`config.mk`:
```
export PLATFORM = sky130hd
export DESIGN_NAME = fft16_r4_sequencer
export DESIGN_NICKNAME = d
export VERILOG_FILES = /design/src/rtl/fft_r4_pkg.sv /design/src/rtl/fft_r4_wb_delay.sv /design/src/rtl/fft16_r4_sequencer.sv
export SDC_FILE = /design/constraint.sdc
export NUM_CORES = 1
export LEC_CHECK = 0
export BUFFER_PORTS_ARGS = -buffer_cell sky130_fd_sc_hd__clkbuf_2
export CORE_MARGIN = 4
export CORE_UTILIZATION = 43
export DETAILED_ROUTE_END_ITERATION = 16
export PLACE_DENSITY_LB_ADDON = 0.08
export SYNTH_ARGS = -nofsm -noshare
export SYNTH_HDL_FRONTEND = slang
export SYNTH_SLANG_ARGS = --single-unit
```
`constraint.sdc`:
```
create_clock -name clk -period 1.88 [get_ports clk]
set_input_delay 0.094 -clock clk [delete_from_list [all_inputs] [get_ports clk]]
set_output_delay 0.094 -clock clk [all_outputs]
set_load 0.02 [all_outputs]
```
`src/rtl/fft_r4_pkg.sv`:
```
// Shared definitions for the 16-point radix-4 FFT sequencer:
// state encoding, transform geometry constants, digit reversal and
// per-stage butterfly address / twiddle generation.
package fft_r4_pkg;

    localparam int N_PTS        = 16;
    localparam int RADIX        = 4;
    localparam int N_STAGES     = 2;
    localparam int BF_PER_STAGE = 4;
    localparam int ADDR_W       = 4;

    typedef enum logic [2:0] {
        ST_IDLE     = 3'd0,
        ST_LOAD     = 3'd1,
        ST_S0_ISSUE = 3'd2,
        ST_S0_DRAIN = 3'd3,
        ST_S1_ISSUE = 3'd4,
        ST_S1_DRAIN = 3'd5,
        ST_UNLOAD   = 3'd6
    } state_t;

    // Base-4 digit reversal of a 4-bit index: {n[1:0], n[3:2]}.
    function automatic logic [3:0] digit_rev(input logic [3:0] n);
        return {n[1:0], n[3:2]};
    endfunction

    // Stage 0 butterfly b reads legs b, b+4, b+8, b+12 (leg k = {k, b}).
    function automatic logic [15:0] s0_rd_addr(input logic [1:0] b);
        return {2'd3, b, 2'd2, b, 2'd1, b, 2'd0, b};
    endfunction

    // Stage 1 butterfly b reads legs 4b, 4b+1, 4b+2, 4b+3 (leg k = {b, k}).
    function automatic logic [15:0] s1_rd_addr(input logic [1:0] b);
        return {b, 2'd3, b, 2'd2, b, 2'd1, b, 2'd0};
    endfunction

    // Stage 0 twiddle exponents for legs 1..3: (k*b) mod 16, negated mod 16 for the inverse.
    function automatic logic [11:0] s0_tw_exp(input logic [1:0] b, input logic inv);
        logic [11:0] tw;
        logic [3:0]  e;
        tw = '0;
        for (int k = 1; k < RADIX; k++) begin
            e = 4'(k) * {2'b00, b};
            if (inv) begin
                e = 4'd0 - e;
            end
            tw[4*(k-1) +: 4] = e;
        end
        return tw;
    endfunction

endpackage

```
`src/rtl/fft_r4_wb_delay.sv`:
```
// Write-back delay line: carries the butterfly issue valid and its four
// read addresses for DEPTH cycles so they come back out as the in-place
// write enable and write addresses. clear empties every stage.
module fft_r4_wb_delay
    import fft_r4_pkg::*;
#(
    parameter int DEPTH = 2
) (
    input  logic                     clk,
    input  logic                     rst,
    input  logic                     clear,
    input  logic                     shift_valid,
    input  logic [RADIX*ADDR_W-1:0]  shift_addr,
    output logic                     tap_valid,
    output logic [RADIX*ADDR_W-1:0]  tap_addr
);

    logic [DEPTH-1:0]        vld;
    logic [RADIX*ADDR_W-1:0] addr [DEPTH];

    // Shift valid/address one stage per cycle; clear or reset empties the line
    always_ff @(posedge clk or posedge rst) begin
        if (rst) begin
            vld <= '0;
            for (int i = 0; i < DEPTH; i++) addr[i] <= '0;
        end else if (clear) begin
            vld <= '0;
            for (int i = 0; i < DEPTH; i++) addr[i] <= '0;
        end else begin
            vld[0]  <= shift_valid;
            addr[0] <= shift_addr;
            for (int i = 1; i < DEPTH; i++) begin
                vld[i]  <= vld[i-1];
                addr[i] <= addr[i-1];
            end
        end
    end

    assign tap_valid = vld[DEPTH-1];
    assign tap_addr  = addr[DEPTH-1];

endmodule

```
`src/rtl/fft16_r4_sequencer.sv`:
```
// Address-generating controller for a 16-point, 2-stage radix-4 in-place FFT.
// Loads 16 samples, issues 4 butterflies per stage, writes results back
// BF_LAT cycles after issue, then streams results out in natural order.
// Optional build macro FFT_R4_INVERSE_EN adds the inv port (inverse twiddles).
//
// Handshakes: a beat transfers in the cycle where valid and ready are both
// high at the rising edge. in_ready is high for the whole LOAD state and does
// not depend on in_valid; out_valid, once high, holds with out_rd_addr stable
// until out_ready accepts it.
module fft16_r4_sequencer
    import fft_r4_pkg::state_t, fft_r4_pkg::ST_IDLE, fft_r4_pkg::ST_LOAD,
           fft_r4_pkg::ST_S0_ISSUE, fft_r4_pkg::ST_S0_DRAIN, fft_r4_pkg::ST_S1_ISSUE,
           fft_r4_pkg::ST_S1_DRAIN, fft_r4_pkg::ST_UNLOAD, fft_r4_pkg::ADDR_W,
           fft_r4_pkg::BF_PER_STAGE, fft_r4_pkg::digit_rev, fft_r4_pkg::s0_rd_addr,
           fft_r4_pkg::s1_rd_addr, fft_r4_pkg::s0_tw_exp;
#(
    parameter int BF_LAT = 2,
    parameter int N_PTS  = 16
) (
    input  logic        clk,
    input  logic        rst,
    input  logic        start,
`ifdef FFT_R4_INVERSE_EN
    input  logic        inv,
`endif
    output logic        busy,
    output logic        done,
    input  logic        in_valid,
    output logic        in_ready,
    output logic        ld_we,
    output logic [3:0]  ld_addr,
    output logic        mux_sel,
    output logic        rd_en,
    output logic [15:0] rd_addr,
    output logic [11:0] tw_exp,
    output logic        bf_valid,
    output logic        stage,
    output logic        wr_en,
    output logic [15:0] wr_addr,
    output logic        out_valid,
    input  logic        out_ready,
    output logic [3:0]  out_rd_addr,
    output logic        out_last,
    output state_t      dbg_state
);

    if (BF_LAT < 1 || BF_LAT > 8 || N_PTS != 16) begin : g_param_check
        $error("fft16_r4_sequencer: BF_LAT must be 1..8 and N_PTS must be 16");
    end

    localparam logic [ADDR_W-1:0] LAST_PT    = ADDR_W'(N_PTS - 1);
    localparam logic [ADDR_W-1:0] LAST_BF    = ADDR_W'(BF_PER_STAGE - 1);
    localparam logic [ADDR_W-1:0] DRAIN_LAST = ADDR_W'(BF_LAT - 1);

    state_t            state, state_nxt;
    logic [ADDR_W-1:0] cnt, cnt_nxt;
    logic              last_accept;
    logic              inv_run;
    logic              wb_clear;

`ifdef FFT_R4_INVERSE_EN
    logic inv_q;

    // Capture the transform direction when a run is accepted; held until the next run
    always_ff @(posedge clk or posedge rst) begin
        if (rst) begin
            inv_q <= 1'b0;
        end else if (state == ST_IDLE && start) begin
            inv_q <= inv;
        end
    end

    assign inv_run = inv_q;
`else
    assign inv_run = 1'b0;
`endif

    // State, shared counter and done pulse registers
    always_ff @(posedge clk or posedge rst) begin
        if (rst) begin
            state <= ST_IDLE;
            cnt   <= '0;
            done  <= 1'b0;
        end else begin
            state <= state_nxt;
            cnt   <= cnt_nxt;
            done  <= last_accept;
        end
    end

    // Next state and per-state outputs; cnt is the sample, butterfly, drain or output index
    always_comb begin
        state_nxt   = state;
        cnt_nxt     = cnt;
        last_accept = 1'b0;
        in_ready    = 1'b0;
        ld_we       = 1'b0;
        ld_addr     = '0;
        mux_sel     = 1'b0;
        rd_en       = 1'b0;
        rd_addr     = '0;
        tw_exp      = '0;
        stage       = 1'b0;
        out_valid   = 1'b0;
        out_rd_addr = '0;
        out_last    = 1'b0;
        case (state)
            ST_IDLE: begin
                if (start) begin
                    state_nxt = ST_LOAD;
                    cnt_nxt   = '0;
                end
            end
            ST_LOAD: begin
                in_ready = 1'b1;
                ld_addr  = cnt;
                ld_we    = in_valid;
                if (in_valid) begin
                    cnt_nxt = cnt + 1'b1;
                    if (cnt == LAST_PT) begin
                        state_nxt = ST_S0_ISSUE;
                        cnt_nxt   = '0;
                    end
                end
            end
            ST_S0_ISSUE: begin
                mux_sel = 1'b1;
                rd_en   = 1'b1;
                rd_addr = s0_rd_addr(cnt[1:0]);
                tw_exp  = s0_tw_exp(cnt[1:0], inv_run);
                cnt_nxt = cnt + 1'b1;
                if (cnt == LAST_BF) begin
                    state_nxt = ST_S0_DRAIN;
                    cnt_nxt   = '0;
                end
            end
            ST_S0_DRAIN: begin
                mux_sel = 1'b1;
                cnt_nxt = cnt + 1'b1;
                if (cnt == DRAIN_LAST) begin
                    state_nxt = ST_S1_ISSUE;
                    cnt_nxt   = '0;
                end
            end
            ST_S1_ISSUE: begin
                mux_sel = 1'b1;
                stage   = 1'b1;
                rd_en   = 1'b1;
                rd_addr = s1_rd_addr(cnt[1:0]);
                cnt_nxt = cnt + 1'b1;
                if (cnt == LAST_BF) begin
                    state_nxt = ST_S1_DRAIN;
                    cnt_nxt   = '0;
                end
            end
            ST_S1_DRAIN: begin
                mux_sel = 1'b1;
                stage   = 1'b1;
                cnt_nxt = cnt + 1'b1;
                if (cnt == DRAIN_LAST) begin
                    state_nxt = ST_UNLOAD;
                    cnt_nxt   = '0;
                end
            end
            ST_UNLOAD: begin
                out_valid   = 1'b1;
                out_rd_addr = digit_rev(cnt);
                out_last    = (cnt == LAST_PT);
                if (out_ready) begin
                    cnt_nxt = cnt + 1'b1;
                    if (cnt == LAST_PT) begin
                        state_nxt   = ST_IDLE;
                        cnt_nxt     = '0;
                        last_accept = 1'b1;
                    end
                end
            end
            default: begin
                state_nxt = ST_IDLE;
                cnt_nxt   = '0;
            end
        endcase
    end

    assign busy      = (state != ST_IDLE);
    assign bf_valid  = rd_en;
    assign dbg_state = state;
    assign wb_clear  = (state == ST_IDLE);

    fft_r4_wb_delay #(
        .DEPTH (BF_LAT)
    ) u_wb_delay (
        .clk         (clk),
        .rst         (rst),
        .clear       (wb_clear),
        .shift_valid (rd_en),
        .shift_addr  (rd_addr),
        .tap_valid   (wr_en),
        .tap_addr    (wr_addr)
    );

endmodule

```
Yosys cells after proc, flatten, opt, wreduce, memory -nomap -nowiden
Cells that the tools add are included.
{ "classes": {"n_addsub": 1, "n_mul": 1, "n_eq_ne": 18, "mux": 33, "n_reduce_logical": 8} }
{ "ops": {"columns": ["op", "n"], "rows": [
  ["32-bit 2-to-1 mux", 1],
  ["4-bit 2-to-1 mux", 8],
  ["16-bit case mux with 2 select lines", 1],
  ["3-bit 2-to-1 mux", 9],
  ["3-bit case mux with 7 select lines", 1],
  ["4-bit case mux with 5 select lines", 1],
  ["2-bit != test, second input constant", 9],
  ["12-bit 2-to-1 mux", 1],
  ["1-bit 2-to-1 mux", 10],
  ["3-bit == test, second input constant", 3],
  ["9-bit AND reduction", 1],
  ["3-bit by 2-bit == test with 1-bit output, second input constant", 2],
  ["2-bit OR reduction", 3],
  ["4-bit by 1-bit adder with 4-bit output, second input constant", 1],
  ["4-bit by 1-bit == test with 1-bit output, second input constant", 1],
  ["4-bit by 2-bit == test with 1-bit output, second input constant", 1],
  ["4-bit == test, second input constant", 1],
  ["2-bit by 2-bit multiplier with 4-bit output, first input constant", 1],
  ["4-bit OR reduction", 1],
  ["3-bit by 1-bit == test with 1-bit output, second input constant", 1],
  ["3-bit zero test", 1],
  ["3-bit AND reduction", 1],
  ["3-bit nonzero test", 1],
  ["2-bit 2-to-1 mux", 1]
]} }
{ "word_totals": {"regBits": 42, "inputBits": 5, "output_inout_bits": 66, "elab_cells": 67} }

Longest topological paths before layout
{ "logic_depth": {"word_depth": 4, "depth_mapped": 7, "ltp_nobuf": 7} }

Cells and area by module
From an unflattened synthesis, not the netlist that was laid out.
{ "hier_totals": {"hier_cells": 218, "area_unflattened_um2": 2199.6} }
{ "by_module_without_submodules": {"columns": ["module", "n_inst", "cells_per_inst", "area_per_inst_um2"], "rows": [
  ["fft_r4_wb_delay", 1, 88, 1231.2],
  ["fft16_r4_sequencer", 1, 130, 968.4]
]} }

Worst setup path after synthesis
OpenSTA, ideal clock, no wires.
{ "synth_timing": {"kind": "flip-flop to output port", "from": "register state[1], in the netlist dbg_state[1]", "to": "output port tw_exp[5]", "t_arrival_ns": 1.848, "setup_slack_ns": -0.062, "stages_incl_launch_ff": 7, "path_buffers": 3, "path_cell_list": "dfrtp_1 > buf_6 > inv_2 > or3_1 > clkbuf_1 > nor2_1 > buf_4"} }
{ "synth_between": {"elab_chain_len": 2} }
{ "synth_lines": {"columns": ["element", "line_no", "text"], "rows": [
  ["start: declaration", "fft16_r4_sequencer.sv:55", "state_t state, state_nxt;"],
  ["start signal: assignment", "fft16_r4_sequencer.sv:85", "state <= state_nxt;"],
  ["3-bit by 2-bit == test with 1-bit output", "fft16_r4_sequencer.sv:107", "case (state)"],
  ["12-bit 2-to-1 mux", "fft16_r4_sequencer.sv:107", null],
  ["end: declaration", "fft16_r4_sequencer.sv:35", "output logic [11:0] tw_exp,"]
]} }
No other way between the ends.

Worst setup path in the final report
{ "layout_timing": {"from": "register cnt[1]", "to": "register state[0], in the netlist dbg_state[0]"} }
{ "layout_between": {"elab_chain_len": 3, "word_cells_on_any_way": 10} }
{ "layout_lines": {"columns": ["element", "line_no", "text"], "rows": [
  ["start: declaration", "fft16_r4_sequencer.sv:56", "logic [ADDR_W-1:0] cnt, cnt_nxt;"],
  ["start signal: assignment", "fft16_r4_sequencer.sv:86", "cnt <= cnt_nxt;"],
  ["4-bit == test, or another cell as far along", "fft16_r4_sequencer.sv:120, fft16_r4_sequencer.sv:171", null],
  ["2-bit != test (no source line)", null, null],
  ["9-bit AND reduction (no source line) (*)", null, null]
]} }
Mark *: on every way between the ends. The rest lies on a longest branch, timed or not.
A chain may end at the register's enable or synchronous reset.

==> metrics.md <==
| Metric | Value |
|---|---|
| Max-slew violations | 0 |
| Antenna diodes | 0 |
| Root Buffer | clkbuf_8 |
| Top post-synthesis cells by area | dfrtp_1, buf_4, ha_1 |
| Initial core utilization | 45.25% |
| Crit path max fanout | 5 |
| First-pass GRT wire length | 6472 um |
| Status | finished clean |
| Top post-synthesis cells by count | buf_4, dfrtp_1, nor2_1 |
| Seq cells post-synth | 26 |
| Final Setup Violations | 0 |
| LEAKAGE | 0.001139 uW |
| Global Route Usage Sum | 15.84% |
| Setup TNS | 0 ps |
| Critical path data required time | 2040 ps |
| Final worst-path cycle share | 96.13% |
| CORE AREA | 3716 um^2 |
| Routed Antenna Nets | 0 |
| Multi-input logic area | 726.9 um^2 |
| CTS tree | built |
| Pre-antenna DRT Iters | 4 |
| Cell taking the most area after synthesis | dfrtp_1 |
| Main synth FF type | dfrtp_1 |
| Vias in the first global route | 1380 |
| Synth cell types | 40 |
| WS Path Type | reg2reg |
| DR WL/cell | 13.61 um |
| Warnings from Yosys | 0 |
| Cells along the critical path | inv_1 -> ha_2 -> nor2_1 -> a211oi_2 -> a22o_2 -> and2_4 -> mux2_4 |
| HPWL after DPL | 2943 um |
| RePlAce Congestion | 0.8677 |
| Port bufs | 66 |
| Clk_skew | 6.298 ps |
| Cell Count Post-Placement | 277 |
| Routed wire length | 3947 um |
| Vias | 1398 |
| Global route overflow | 0 |
| Top-area cell type share of the netlist area | 38.69% |
| Row cnt | 22 |
| VDD IR max | 0.7687 mV |
| Crit-path max cell delay | 410 ps |
| Routed vias/inst | 4.821 |
| Post-synth ARST share | 100.0% |
| Die span in y | 70.54 um |
| Data arrival time of the worst path | 1960 ps |
| Final hold violation count | 0 |
| Seq/Total Area, Yosys | 38.69% |
| Worst Reg-to-Reg Cells | 7 |
| Area Overhead vs Synth | 22.69% |
| Final-stage net count | 254 |
| Power Total | 3946 uW |
| WHS Path Cells | 2 |
| CP max-delay cell | dfrtp_1 |
| Initial antenna violation count | 0 |
| Crit start category | flip-flop |
| DRC | 0 |
| Fmax | 553.3 MHz |
| Clock slew seen by the registers of the worst setup and hold paths | 100 ps |
| Worst path depth | 7 |
| Clk sink count | 26 |
| H-tree depth | 1 |
| Worst-Skew Late Latency | 270 ps |
| Proportion of layout cells with a drive suffix above 1 | 48.35% |
| Non-Filler Instances | 290 |
| CP Capture Type | flip-flop |
| Largest net degree at the start of global routing | 27 |
| Synthesized area | 1682 um^2 |
| Pwr per Cell Area | 1913 nW/um^2 |
| Clock Path Buffers | 2 |
| Tmin final | 1807 ps |
| IO Count | 71 |
| Filler Cell Count | 367 |
| DIE AREA | 4975 um^2 |
| 1st-iter DRT viols | 43 |
| Register area | 654.4 um^2 |
| Top-count cell post-synth | buf_4 |
| Avg Synthesized Cell Area | 9.090 um^2 |
| Worst Path Buf+Inv | 1 |
| Cells after Synth | 185 |
| Max-cap violation count | 0 |
| Hold Path Class | in2reg |
| Inserted Clock Buffers | 3 |
| Post-synth EDFFs | 0 |
| Largest delay contributor family on the critical path | compound AO/OA/AOI/OAI gates |
| Final Util | 55.52% |
| Die W | 70.54 um |
## registers in the layout, indices dropped and copies added (netlist names)
signal / flops
dbg_state: 3
u_wb_delay.vld: 2
cnt: 4
u_wb_delay.tap_addr: 8
u_wb_delay.addr: 8
done: 1
## what timing repair did
action                                  in CTS  in global routing
endpoints found under the setup margin      11                 29
hold endpoints to repair                    26                  0
setup buffers                                0                  8
pin swaps                                    0                  2
gates resized for setup                      2                  6
hold buffers                                 1                  0
## worst register-to-register path: stages (launching register included)
cell and delay, ps:
dfrtp_1 410, inv_1 90, ha_2 200, nor2_1 70
a211oi_2 240, a22o_2 240, and2_4 160, mux2_4 290
## layer usage
metal | up-vias | GRT usage [%] | wire length (um)
met2 | 54 | 28.69 | 2046
met5 | - | 0 | 0
met4 | 0 | 5.219 | 38
met1 | 653 | 19.38 | 1626
met3 | 4 | 2.131 | 235
li1 | 687 | - | -
## cells by family after synthesis
group	Yosys count	synth area share, %
AOI/OAI and AO/OA	27	10.94
other	1	0.2230
and+or+nand+nor	73	23.51
buffers and inverters	49	20.09
muxes	3	2.083
DFF	26	38.69
adders and majority gates	6	4.464
## power breakdown
group	internal [uW]	total [uW]	switching, uW
combinational	1010	2580	1570
clock	285	470	185
sequential	762	901	139
total	2050	3950	1890
## per-stage QoR
step | cell area, um^2 | hold WS, ps | setup WS [ps]
floorplan | 1695 | 134.0 | -37.15
detailed placement | 1898 | 147.5 | 28.76
CTS | 1986 | 64.81 | 10.03
global route | 2063 | 68.76 | -30.48
global placement | 1898 | 149.8 | 134.6
finish | 2063 | 70.36 | 72.73
## area by class of cell
class / count / share of cell area [%]
multi-input combinational: 113 / 35.23
timing repair buffer: 91 / 25.23
clock buffer: 3 / 2.001
clock inverter: 1 / 1.455
sequential: 26 / 31.72
inverter: 8 / 1.455
tap: 48 / 2.911
## layout by cell type, fill, tap and decap left out, drive strengths merged, types with 2 or more instances in the layout
cell type  count
a211oi         2
a21oi         10
and2          11
and3           4
buf           24
clkbuf        69
conb           4
dfrtp         26
ha             6
inv            8
mux2i          2
nand2         10
nand3          4
nor2          18
nor2b          8
nor3           7
o211ai         2
o21ai          5
or2            5
or3            2
## worst paths after layout
kind                                      from                       to  slack, ps
max in group asynchronous                  rst             dbg_state[2]       1200
min                                  out_ready                     done         70
min reg2reg                u_wb_delay.addr[21]   u_wb_delay.tap_addr[5]        470
max                                     cnt[1]             dbg_state[0]         70
max reg2reg                             cnt[1]             dbg_state[0]         70
min in group asynchronous                  rst  u_wb_delay.tap_addr[11]        400
Note: power is estimated with default switching activity, not from simulation.
